--- src/rtl/bk_pkg.sv ---
// Shared types and constants for the backup-RAM persistence controller.
// The format header is stored in RAM address order 0..3.
package bk_pkg;

    typedef enum logic [1:0] {
        IDLE,
        XFER_REQ,
        XFER_WAIT,
        FORMAT
    } bk_state_t;

    localparam int FMT_WORDS = 4;

    localparam logic [15:0] FMT_HEADER [FMT_WORDS] = '{
        16'h5548, 16'h4D42, 16'h8800, 16'h8010
    };

    function automatic logic [15:0] fmt_word(input logic [1:0] idx);
        return FMT_HEADER[idx];
    endfunction

endpackage

--- src/rtl/bk_autosave_timer.sv ---
// Idle-tick counter that requests a save once RAM has been dirty and untouched
// for TICKS frame ticks. TICKS = 0 disables the expiry pulse entirely.
module bk_autosave_timer #(
    parameter int TICKS = 120
) (
    input  logic clk_sys,
    input  logic reset,
    input  logic run,
    input  logic bram_wr,
    input  logic tick,
    output logic expire
);

    localparam int           CW   = (TICKS < 2) ? 1 : $clog2(TICKS + 1);
    localparam bit           ENA  = (TICKS != 0);
    localparam logic [CW-1:0] LAST = ENA ? CW'(TICKS - 1) : '0;

    logic [CW-1:0] count_reg;
    logic          expire_reg;

    always_ff @(posedge clk_sys) begin
        if (reset || !run || bram_wr) begin
            count_reg  <= '0;
            expire_reg <= 1'b0;
        end else if (tick) begin
            if (count_reg == LAST) begin
                count_reg  <= '0;
                expire_reg <= ENA;
            end else begin
                count_reg  <= count_reg + 1'b1;
                expire_reg <= 1'b0;
            end
        end else begin
            expire_reg <= 1'b0;
        end
    end

    assign expire = expire_reg;

endmodule

--- src/rtl/bkram_sd_ctrl.sv ---
// Moves a save-RAM image between dual-port RAM port B and the HPS SD sector
// interface: slot-based load/save, header format, dirty tracking, auto-save.
module bkram_sd_ctrl
    import bk_pkg::*;
#(
    parameter int SECTOR_BITS    = 4,
    parameter int SLOT_BITS      = 2,
    parameter int AUTOSAVE_TICKS = 120
) (
    input  logic                    clk_sys,
    input  logic                    reset,
    input  logic                    bk_ena,
    input  logic                    load_req,
    input  logic                    save_req,
    input  logic                    format_req,
    input  logic [SLOT_BITS-1:0]    slot,
    input  logic                    autosave_en,
    input  logic                    tick,
    input  logic                    bram_wr,
    output logic [31:0]             sd_lba,
    output logic                    sd_rd,
    output logic                    sd_wr,
    input  logic                    sd_ack,
    input  logic [7:0]              sd_buff_addr,
    input  logic [15:0]             sd_buff_dout,
    input  logic                    sd_buff_wr,
    output logic [SECTOR_BITS+7:0]  ram_addr,
    output logic [15:0]             ram_din,
    output logic                    ram_we,
    output logic                    busy,
    output logic                    loading,
    output logic                    dirty
);

    localparam int LBA_W = SLOT_BITS + SECTOR_BITS;
    localparam int AW    = SECTOR_BITS + 8;

    logic [2:0] req_vec;
    logic [2:0] req_evt;
    logic       ack_prev_reg;
    logic       ack_rise;
    logic       ack_fall;
    logic       auto_evt;
    logic       start_load;
    logic       start_save;
    logic       start_fmt;

    bk_state_t        state_reg;
    logic [LBA_W-1:0] sd_lba_reg;
    logic             sd_rd_reg;
    logic             sd_wr_reg;
    logic             busy_reg;
    logic             loading_reg;
    logic             is_load_reg;
    logic             dirty_reg;
    logic [1:0]       fmt_idx_reg;

    assign req_vec = {format_req, save_req, load_req};

    // The previous-value registers keep tracking during reset so that a
    // request level held through reset is not mistaken for a new edge.
    generate
        for (genvar gi = 0; gi < 3; gi++) begin : g_edge
            logic prev_reg;
            logic evt_reg;
            always_ff @(posedge clk_sys) begin
                prev_reg <= req_vec[gi];
                if (reset) begin
                    evt_reg <= 1'b0;
                end else begin
                    evt_reg <= req_vec[gi] & ~prev_reg;
                end
            end
            assign req_evt[gi] = evt_reg;
        end
    endgenerate

    always_ff @(posedge clk_sys) begin
        ack_prev_reg <= sd_ack;
    end

    assign ack_rise = sd_ack & ~ack_prev_reg;
    assign ack_fall = ~sd_ack & ack_prev_reg;

    bk_autosave_timer #(
        .TICKS(AUTOSAVE_TICKS)
    ) u_timer (
        .clk_sys (clk_sys),
        .reset   (reset),
        .run     (autosave_en & dirty_reg & (state_reg == IDLE)),
        .bram_wr (bram_wr),
        .tick    (tick),
        .expire  (auto_evt)
    );

    always_comb begin
        start_load = 1'b0;
        start_save = 1'b0;
        start_fmt  = 1'b0;
        if (state_reg == IDLE && bk_ena) begin
            start_load = req_evt[0];
            start_save = !req_evt[0] && (req_evt[1] || (!req_evt[2] && auto_evt));
            start_fmt  = !req_evt[0] && !req_evt[1] && req_evt[2];
        end
    end

    always_ff @(posedge clk_sys) begin
        if (reset) begin
            state_reg   <= IDLE;
            sd_lba_reg  <= '0;
            sd_rd_reg   <= 1'b0;
            sd_wr_reg   <= 1'b0;
            busy_reg    <= 1'b0;
            loading_reg <= 1'b0;
            is_load_reg <= 1'b0;
            dirty_reg   <= 1'b0;
            fmt_idx_reg <= '0;
        end else begin
            case (state_reg)
                IDLE: begin
                    if (start_load || start_save) begin
                        sd_lba_reg  <= {slot, {SECTOR_BITS{1'b0}}};
                        is_load_reg <= start_load;
                        loading_reg <= start_load;
                        sd_rd_reg   <= start_load;
                        sd_wr_reg   <= ~start_load;
                        busy_reg    <= 1'b1;
                        state_reg   <= XFER_REQ;
                        if (start_save) begin
                            dirty_reg <= 1'b0;
                        end
                    end else if (start_fmt) begin
                        fmt_idx_reg <= '0;
                        busy_reg    <= 1'b1;
                        state_reg   <= FORMAT;
                    end
                end
                XFER_REQ: begin
                    if (ack_rise) begin
                        sd_rd_reg <= 1'b0;
                        sd_wr_reg <= 1'b0;
                        state_reg <= XFER_WAIT;
                    end
                end
                XFER_WAIT: begin
                    if (ack_fall) begin
                        if (&sd_lba_reg[SECTOR_BITS-1:0]) begin
                            busy_reg    <= 1'b0;
                            loading_reg <= 1'b0;
                            state_reg   <= IDLE;
                            if (is_load_reg) begin
                                dirty_reg <= 1'b0;
                            end
                        end else begin
                            sd_lba_reg <= sd_lba_reg + 1'b1;
                            sd_rd_reg  <= is_load_reg;
                            sd_wr_reg  <= ~is_load_reg;
                            state_reg  <= XFER_REQ;
                        end
                    end
                end
                FORMAT: begin
                    fmt_idx_reg <= fmt_idx_reg + 1'b1;
                    if (fmt_idx_reg == 2'(FMT_WORDS - 1)) begin
                        busy_reg  <= 1'b0;
                        dirty_reg <= 1'b1;
                        state_reg <= IDLE;
                    end
                end
                default: state_reg <= IDLE;
            endcase
            // A core write always wins over any clear issued in the same cycle.
            if (bram_wr) begin
                dirty_reg <= 1'b1;
            end
        end
    end

    always_comb begin
        if (state_reg == FORMAT) begin
            ram_addr = AW'(fmt_idx_reg);
            ram_din  = fmt_word(fmt_idx_reg);
            ram_we   = 1'b1;
        end else begin
            ram_addr = {sd_lba_reg[SECTOR_BITS-1:0], sd_buff_addr};
            ram_din  = sd_buff_dout;
            ram_we   = sd_buff_wr & sd_ack & loading_reg;
        end
    end

    assign sd_lba  = 32'(sd_lba_reg);
    assign sd_rd   = sd_rd_reg;
    assign sd_wr   = sd_wr_reg;
    assign busy    = busy_reg;
    assign loading = loading_reg;
    assign dirty   = dirty_reg;

endmodule

--- config.mk ---
export PLATFORM = sky130hd
export DESIGN_NAME = bkram_sd_ctrl
export DESIGN_NICKNAME = d
export VERILOG_FILES = /design/src/rtl/bk_pkg.sv /design/src/rtl/bk_autosave_timer.sv /design/src/rtl/bkram_sd_ctrl.sv
export SDC_FILE = /design/constraint.sdc
export NUM_CORES = 1
export LEC_CHECK = 0
export BUFFER_PORTS_ARGS = -buffer_cell sky130_fd_sc_hd__buf_2
export CORE_ASPECT_RATIO = 0.8
export CORE_MARGIN = 5
export CORE_UTILIZATION = 45
export CTS_CLUSTER_SIZE = 14
export DETAILED_ROUTE_END_ITERATION = 8
export PLACE_DENSITY = 0.79
export SETUP_SLACK_MARGIN = 0.2
export SLEW_MARGIN = 30
export SYNTH_ARGS = -nofsm -noshare
export SYNTH_HDL_FRONTEND = slang
export SYNTH_SLANG_ARGS = --single-unit
--- constraint.sdc ---
create_clock -name clk_sys -period 3.31 [get_ports clk_sys]
set_input_delay 0.662 -clock clk_sys [delete_from_list [all_inputs] [get_ports clk_sys]]
set_output_delay 0.662 -clock clk_sys [all_outputs]
set_load 0.01 [all_outputs]
### Word level (Yosys, flattened, before mapping)

Cells that the tools add are included.

| operators by class | value |
|---|---|
| add/subtract/negate cells | 3 |
| $mul | 0 |
| div/mod/pow operators | 0 |
| magnitude comparators | 1 |
| eq/ne operators | 20 |
| shift-type cells | 0 |
| mux-type cells | 49 |
| bitwise operators | 18 |
| reduce and logical (&&, ||, !) cells | 29 |

Operators by type and width:

| cell | count |
|---|---|
| 16-bit two-way mux | 3 |
| 16-bit binary-select mux with 2-bit select | 1 |
| 1-bit two-way mux | 25 |
| 6-bit two-way mux | 3 |
| 4-bit AND reduction | 4 |
| 3-bit != test, second input constant | 5 |
| 2-bit two-way mux | 7 |
| 2-bit != test, second input constant | 7 |
| 12-bit two-way mux | 1 |
| 1-bit one-hot mux with 3 select lines | 4 |
| 6-bit one-hot mux with 2 select lines | 1 |
| 5-bit AND reduction | 2 |
| 1-bit bitwise AND | 9 |
| 1-bit inverter | 8 |
| 2-bit one-hot mux with 4 select lines | 1 |
| 7-bit by 1-bit adder with 7-bit output, second input constant | 1 |
| 7-bit equality test, second input constant | 1 |
| 7-bit two-way mux | 1 |
| 7-bit AND reduction | 1 |
| 6-bit by 1-bit adder with 6-bit output, second input constant | 1 |
| 2-bit equality test, second input constant | 3 |
| 3-bit by 2-bit != test with 1-bit output, second input constant | 2 |
| 3-bit nonzero test | 2 |
| 1-bit logical AND | 5 |
| 15 further kinds | 22 |

| storage, ports and cells | value |
|---|---|
| register bits after elaboration | 31 |
| latch bits | 0 |
| bits in writable memories | 0 |
| ROM bits | 0 |
| input bits | 37 |
| output and inout bits | 66 |
| word-level logic and storage cells | 138 |
| memories kept | 0 |

### Logic depth before layout (Yosys ltp)

| depth | value |
|---|---|
| word-level depth | 9 |
| mapped depth | 8 |
| gate-level depth less buffers | 7 |

### By module

From an unflattened synthesis, not the netlist that was laid out.

| second synthesis, totals | value |
|---|---|
| cells, all modules | 250 |
| area total of the unflattened synthesis | 2070.7 um^2 |

Modules (own cells, without submodules):

| module | instances | cells an instance | area an instance (um^2) |
|---|---|---|---|
| bkram_sd_ctrl | 1 | 210 | 1691.6 |
| bk_autosave_timer | 1 | 40 | 379.1 |

### Least setup slack after synthesis

Ideal clock, no wire load.

| timing path | value |
|---|---|
| path type | flip-flop to output port |
| from | reg state_reg[1] |
| to | out ram_addr[0] |
| arrival time | 1.289 ns |
| data required time | 2.648 ns |
| slack | 1.359 ns |
| stages on the path, launching flop included | 4 |
| buffers on the path | 1 |
| path through | dfxtp_1 > ha_1 > clkbuf_1 > mux2_2 |

| between the ends | value |
|---|---|
| longest elaborated chain between the ends | 2 |

RTL lines:

| what | RTL line | RTL |
|---|---|---|
| start: declaration | bkram_sd_ctrl.sv:48 | `bk_state_t state_reg;` |
| start signal: assignment | bkram_sd_ctrl.sv:109 | `state_reg <= IDLE;` |
| start signal: assignment | bkram_sd_ctrl.sv:128 | `state_reg <= XFER_REQ;` |
| start signal: assignment | bkram_sd_ctrl.sv:135 | `state_reg <= FORMAT;` |
| 2-bit equality test | bkram_sd_ctrl.sv:180 | `if (state_reg == FORMAT) begin` |
| 12-bit two-way mux | bkram_sd_ctrl.sv:180 |  |
| end: declaration | bkram_sd_ctrl.sv:27 | `output logic [SECTOR_BITS+7:0] ram_addr,` |

Every way passes these cells.

### Worst setup path in the final report

| timing path | value |
|---|---|
| from | reg state_reg[1] |
| to | out ram_din[1] |

| between the ends | value |
|---|---|
| longest elaborated chain between the ends | 2 |

RTL lines:

| what | RTL line | RTL |
|---|---|---|
| 2-bit equality test | bkram_sd_ctrl.sv:180 |  |
| 16-bit two-way mux | bkram_sd_ctrl.sv:180 |  |
| end: declaration | bkram_sd_ctrl.sv:28 | `output logic [15:0] ram_din,` |

Every way passes these cells.

==> results.txt <==
----------------------------------------------------
[Outcome]
  Run status ... completed

[Hold path]
  HP Class ... flop to flop

[Worst setup path]
  Crit path DAT ... roughly 1900 ps
  Max FO, Critical Path ... 25
  Required time at the worst-slack endpoint ... between 2000 and 3000 ps
  Startpoint type of the worst setup path ... flop
  Type of the worst setup path ... flop to primary output
  Capturing element type of the critical path ... primary output

[Timing]
  Period Utilization, post-route ... roughly three quarters
  RSZ-0062 raised after global routing ... no
  Setup Viol. Count Final ... 0
  Slew Limit Fails ... 0
  Post-route setup TNS ... 0 ps
  Final hold viol count ... 0
  Time the final worst path needs with I/O delays and setup ... between 2000 and 3000 ps
  Top achievable clock speed ... between 300 and 400 MHz
  Final worst clock skew ... 4.01 ps
  Transition at the pin with the smallest max-transition slack ... around 730 ps
  Relative slew slack ... 51.2%
  Final Worst Setup Slack ... 778 ps

[Cells and area]
  Storage cell area ... about 620 um2
  Largest register FFs ... 7
  Post-route cell area ... ~2400 um2
  Diodes inserted ... 0
  Number of fill cells in the layout ... between 300 and 400
  Net count of the finished layout ... between 300 and 400
  Layout-stage area growth over the synthesis result ... 20.4%
  Area taken by multi-input logic gates ... approximately 1200 um2
  Share of final-layout standard cells stronger than drive strength 1 ... 31.5%

[Routing]
  Routed via count ... around 1900
  Number of DRC violations after detailed-routing iteration 0 ... ~100
  Final routed wire length divided by cell count ... roughly 13 um
  Post-DRT Antenna Nets ... 0
  Per-cell via count in the routed design ... ~4.9
  Drt total wl ... 4810 um
  Number of design rule violations left after detail routing ... 0
  Number of search-and-repair iterations in the first detailed-routing pass ... 4

[Placed design]
  Detailed placer's ending HPWL ... approximately 3700 um
  Port Buf Inserts ... 76
  Area of placed instances ... 2340 um2
  Worst setup timing slack at the placement stage ... approximately 1100 ps
  Last weighted congestion value of the routability-driven placer ... ~0.89

[Power]
  Part of the power in registers ... between 30% and 40%
  Leak pwr ... 1.12 nW
  Int Power ... 0.803 mW
  Power per unit of standard cell area ... about 560 nW/um2
  Switching fraction of total power ... about two fifths
  Switch Pwr ... 0.548 mW
  Clk network pwr share ... 21.9%
  Combinational fraction of design power ... 45.4%
  VDD IR max ... between 0.3 and 0.4 mV

[CTS]
  Depth of the CTS H-tree ... 2
  Buffer type at the clock tree root ... clkbuf_8
  TritonCTS Buffers ... 5
  Hold bufs inserted after CTS ... 0
  # clock sinks ... 31
  Number of buffers inserted to repair setup after CTS ... 0
  TritonCTS clock tree ... built
  Clk slew on worst S/H paths ... approximately 70 ps
  Post-CTS resize count ... 0
  Clock latency on the worst-skew pair ... 290 ps
  Maximum buffer depth of the clock tree ... 2

[Yosys]
  Register area share after synthesis ... slightly above 30%
  Post-synth EDFFs ... 0
  Area share of the largest cell type after synthesis ... 30.8%
  Cell area after technology mapping ... 2010 um2
  Total of flip-flops plus latches after synthesis ... 31
  Top cell type by total area after synthesis ... dfxtp_1
  Count of unique library cells instantiated by Yosys ... 53
  Predominant post-synthesis flop cell ... dfxtp_1
  Share of flip-flops with an asynchronous set or reset ... 0%
  Syn avg cell area ... roughly 8.2 um2
  Area contributors post-synth ... dfxtp_1, buf_4, ha_1
  Yosys warns ... 0
  Synthesized netlist cell count ... roughly 250

[Floorplanning]
  Overall die width ... between 80 and 90 um
  Row cnt ... 21
  Starting Density ... 47.3%
  Total Die Area ... 5920 um2
  Height of the chip ... about 70 um
  Core Region ... roughly 4300 um2
  I/O pin count ... slightly above 100

[Job]
  Maximum Capacitance Violations ... 0

[Global route]
  Via count of the first global-routing pass ... roughly 1600
  Largest net degree at the start of global routing ... 26
  Initial antenna violation count ... 0
  Global-route wire length before repair ... 7580 um
  Global router's overall resource usage ... 15.4%
  Global-route congestion overflow total ... 0

----------------------------------------------------
## synthesized netlist by cell type, drive strengths merged, types with 3 or more instances
cell type / count
a211o: 3
nor3b: 5
buf: 28
nor2: 26
nand3: 7
xor2: 3
nand4: 4
dfxtp: 31
o21ai: 18
mux2i: 4
clkbuf: 6
inv: 16
a21oi: 10
nand2: 15
nand2b: 3
ha: 10
nor2b: 19
mux2: 4
## metal layers
metal | up-vias | part of all wire [%] | GRT usage [%]
met2 | 90 | 43 | 23.5
met3 | 9 | 11 | 5.23
li1 | 939 | - | -
met4 | 0 | 1.7 | 6.85
met1 | 819 | 45 | 19.6
met5 | - | 0 | 0
## cell type report
cell class	instances	share of cell area, %
flip-flops and latches	31	25.6
clock inverters	3	0.825
clock buffers	5	2.84
multi-input cells	189	49.4
well taps	57	2.94
repair buffers	77	16.0
inverters	16	2.48
## worst max-delay path, cell delays in order (launching register included)
cell	delay, ps
dfxtp_1	380
ha_1	650
mux2_2	410
buf_2	140
## metrics by stage
step / power [mW] / cells / hold slack (ps) / utilization (%)
finish: 1.35 / 378 / 390 / 57.0
global route: 1.44 / 378 / 400 / 57.0
CTS: 1.36 / 378 / 389 / 57.0
detailed placement: 1.06 / 370 / 379 / 54.9
global placement: 1.05 / 370 / 376 / 54.9
floorplan: 0.917 / 270 / 372 / -
## layout by cell type, fill, tap and decap left out, drive strengths merged, types with 3 or more instances in the layout
master / synthesis / final
xor2: 3 / 3
inv: 16 / 16
a21oi: 10 / 10
o21ai: 18 / 18
clkbuf: 6 / 5
mux2: 4 / 4
buf: 28 / 77
nor2: 26 / 26
nand4: 4 / 4
nand2: 15 / 15
nor2b: 19 / 19
dfxtp: 31 / 31
a211o: 3 / 3
mux2i: 4 / 4
nand2b: 3 / 3
nor3b: 5 / 5
nand3: 7 / 7
ha: 10 / 10
conb: 1 / 26
## final timing paths
check | startpoint | end | slack, ps | cells past startpoint
max | state_reg[1] | ram_din[1] | 780 | 3
min reg2reg | g_edge[1].prev_reg | g_edge[1].evt_reg | 390 | 1
max reg2reg | state_reg[0] | busy | 1210 | 6
min | g_edge[1].prev_reg | g_edge[1].evt_reg | 390 | 1
## logic make-up after synthesis
kind of cell / Yosys count / share of synthesized area [%]
simple gates: 89 / 24.2
compound gates: 51 / 17.8
buf+inv: 50 / 14.4
flops: 31 / 30.8
fa+ha+maj: 10 / 6.21
mux: 8 / 4.22
xor+xnor: 5 / 2.17
other cells: 1 / 0.186
## power by group through the flow
stage                     logic (mW)  clock network [mW]  registers, mW
after global placement         0.604                   0          0.445
after CTS                      0.614               0.302          0.441
after detailed placement       0.610                   0          0.448
after global routing           0.679               0.318          0.446
after floorplan                0.463                   0          0.454
final                          0.613               0.296          0.441
Note: power is estimated with default switching activity, not from simulation.
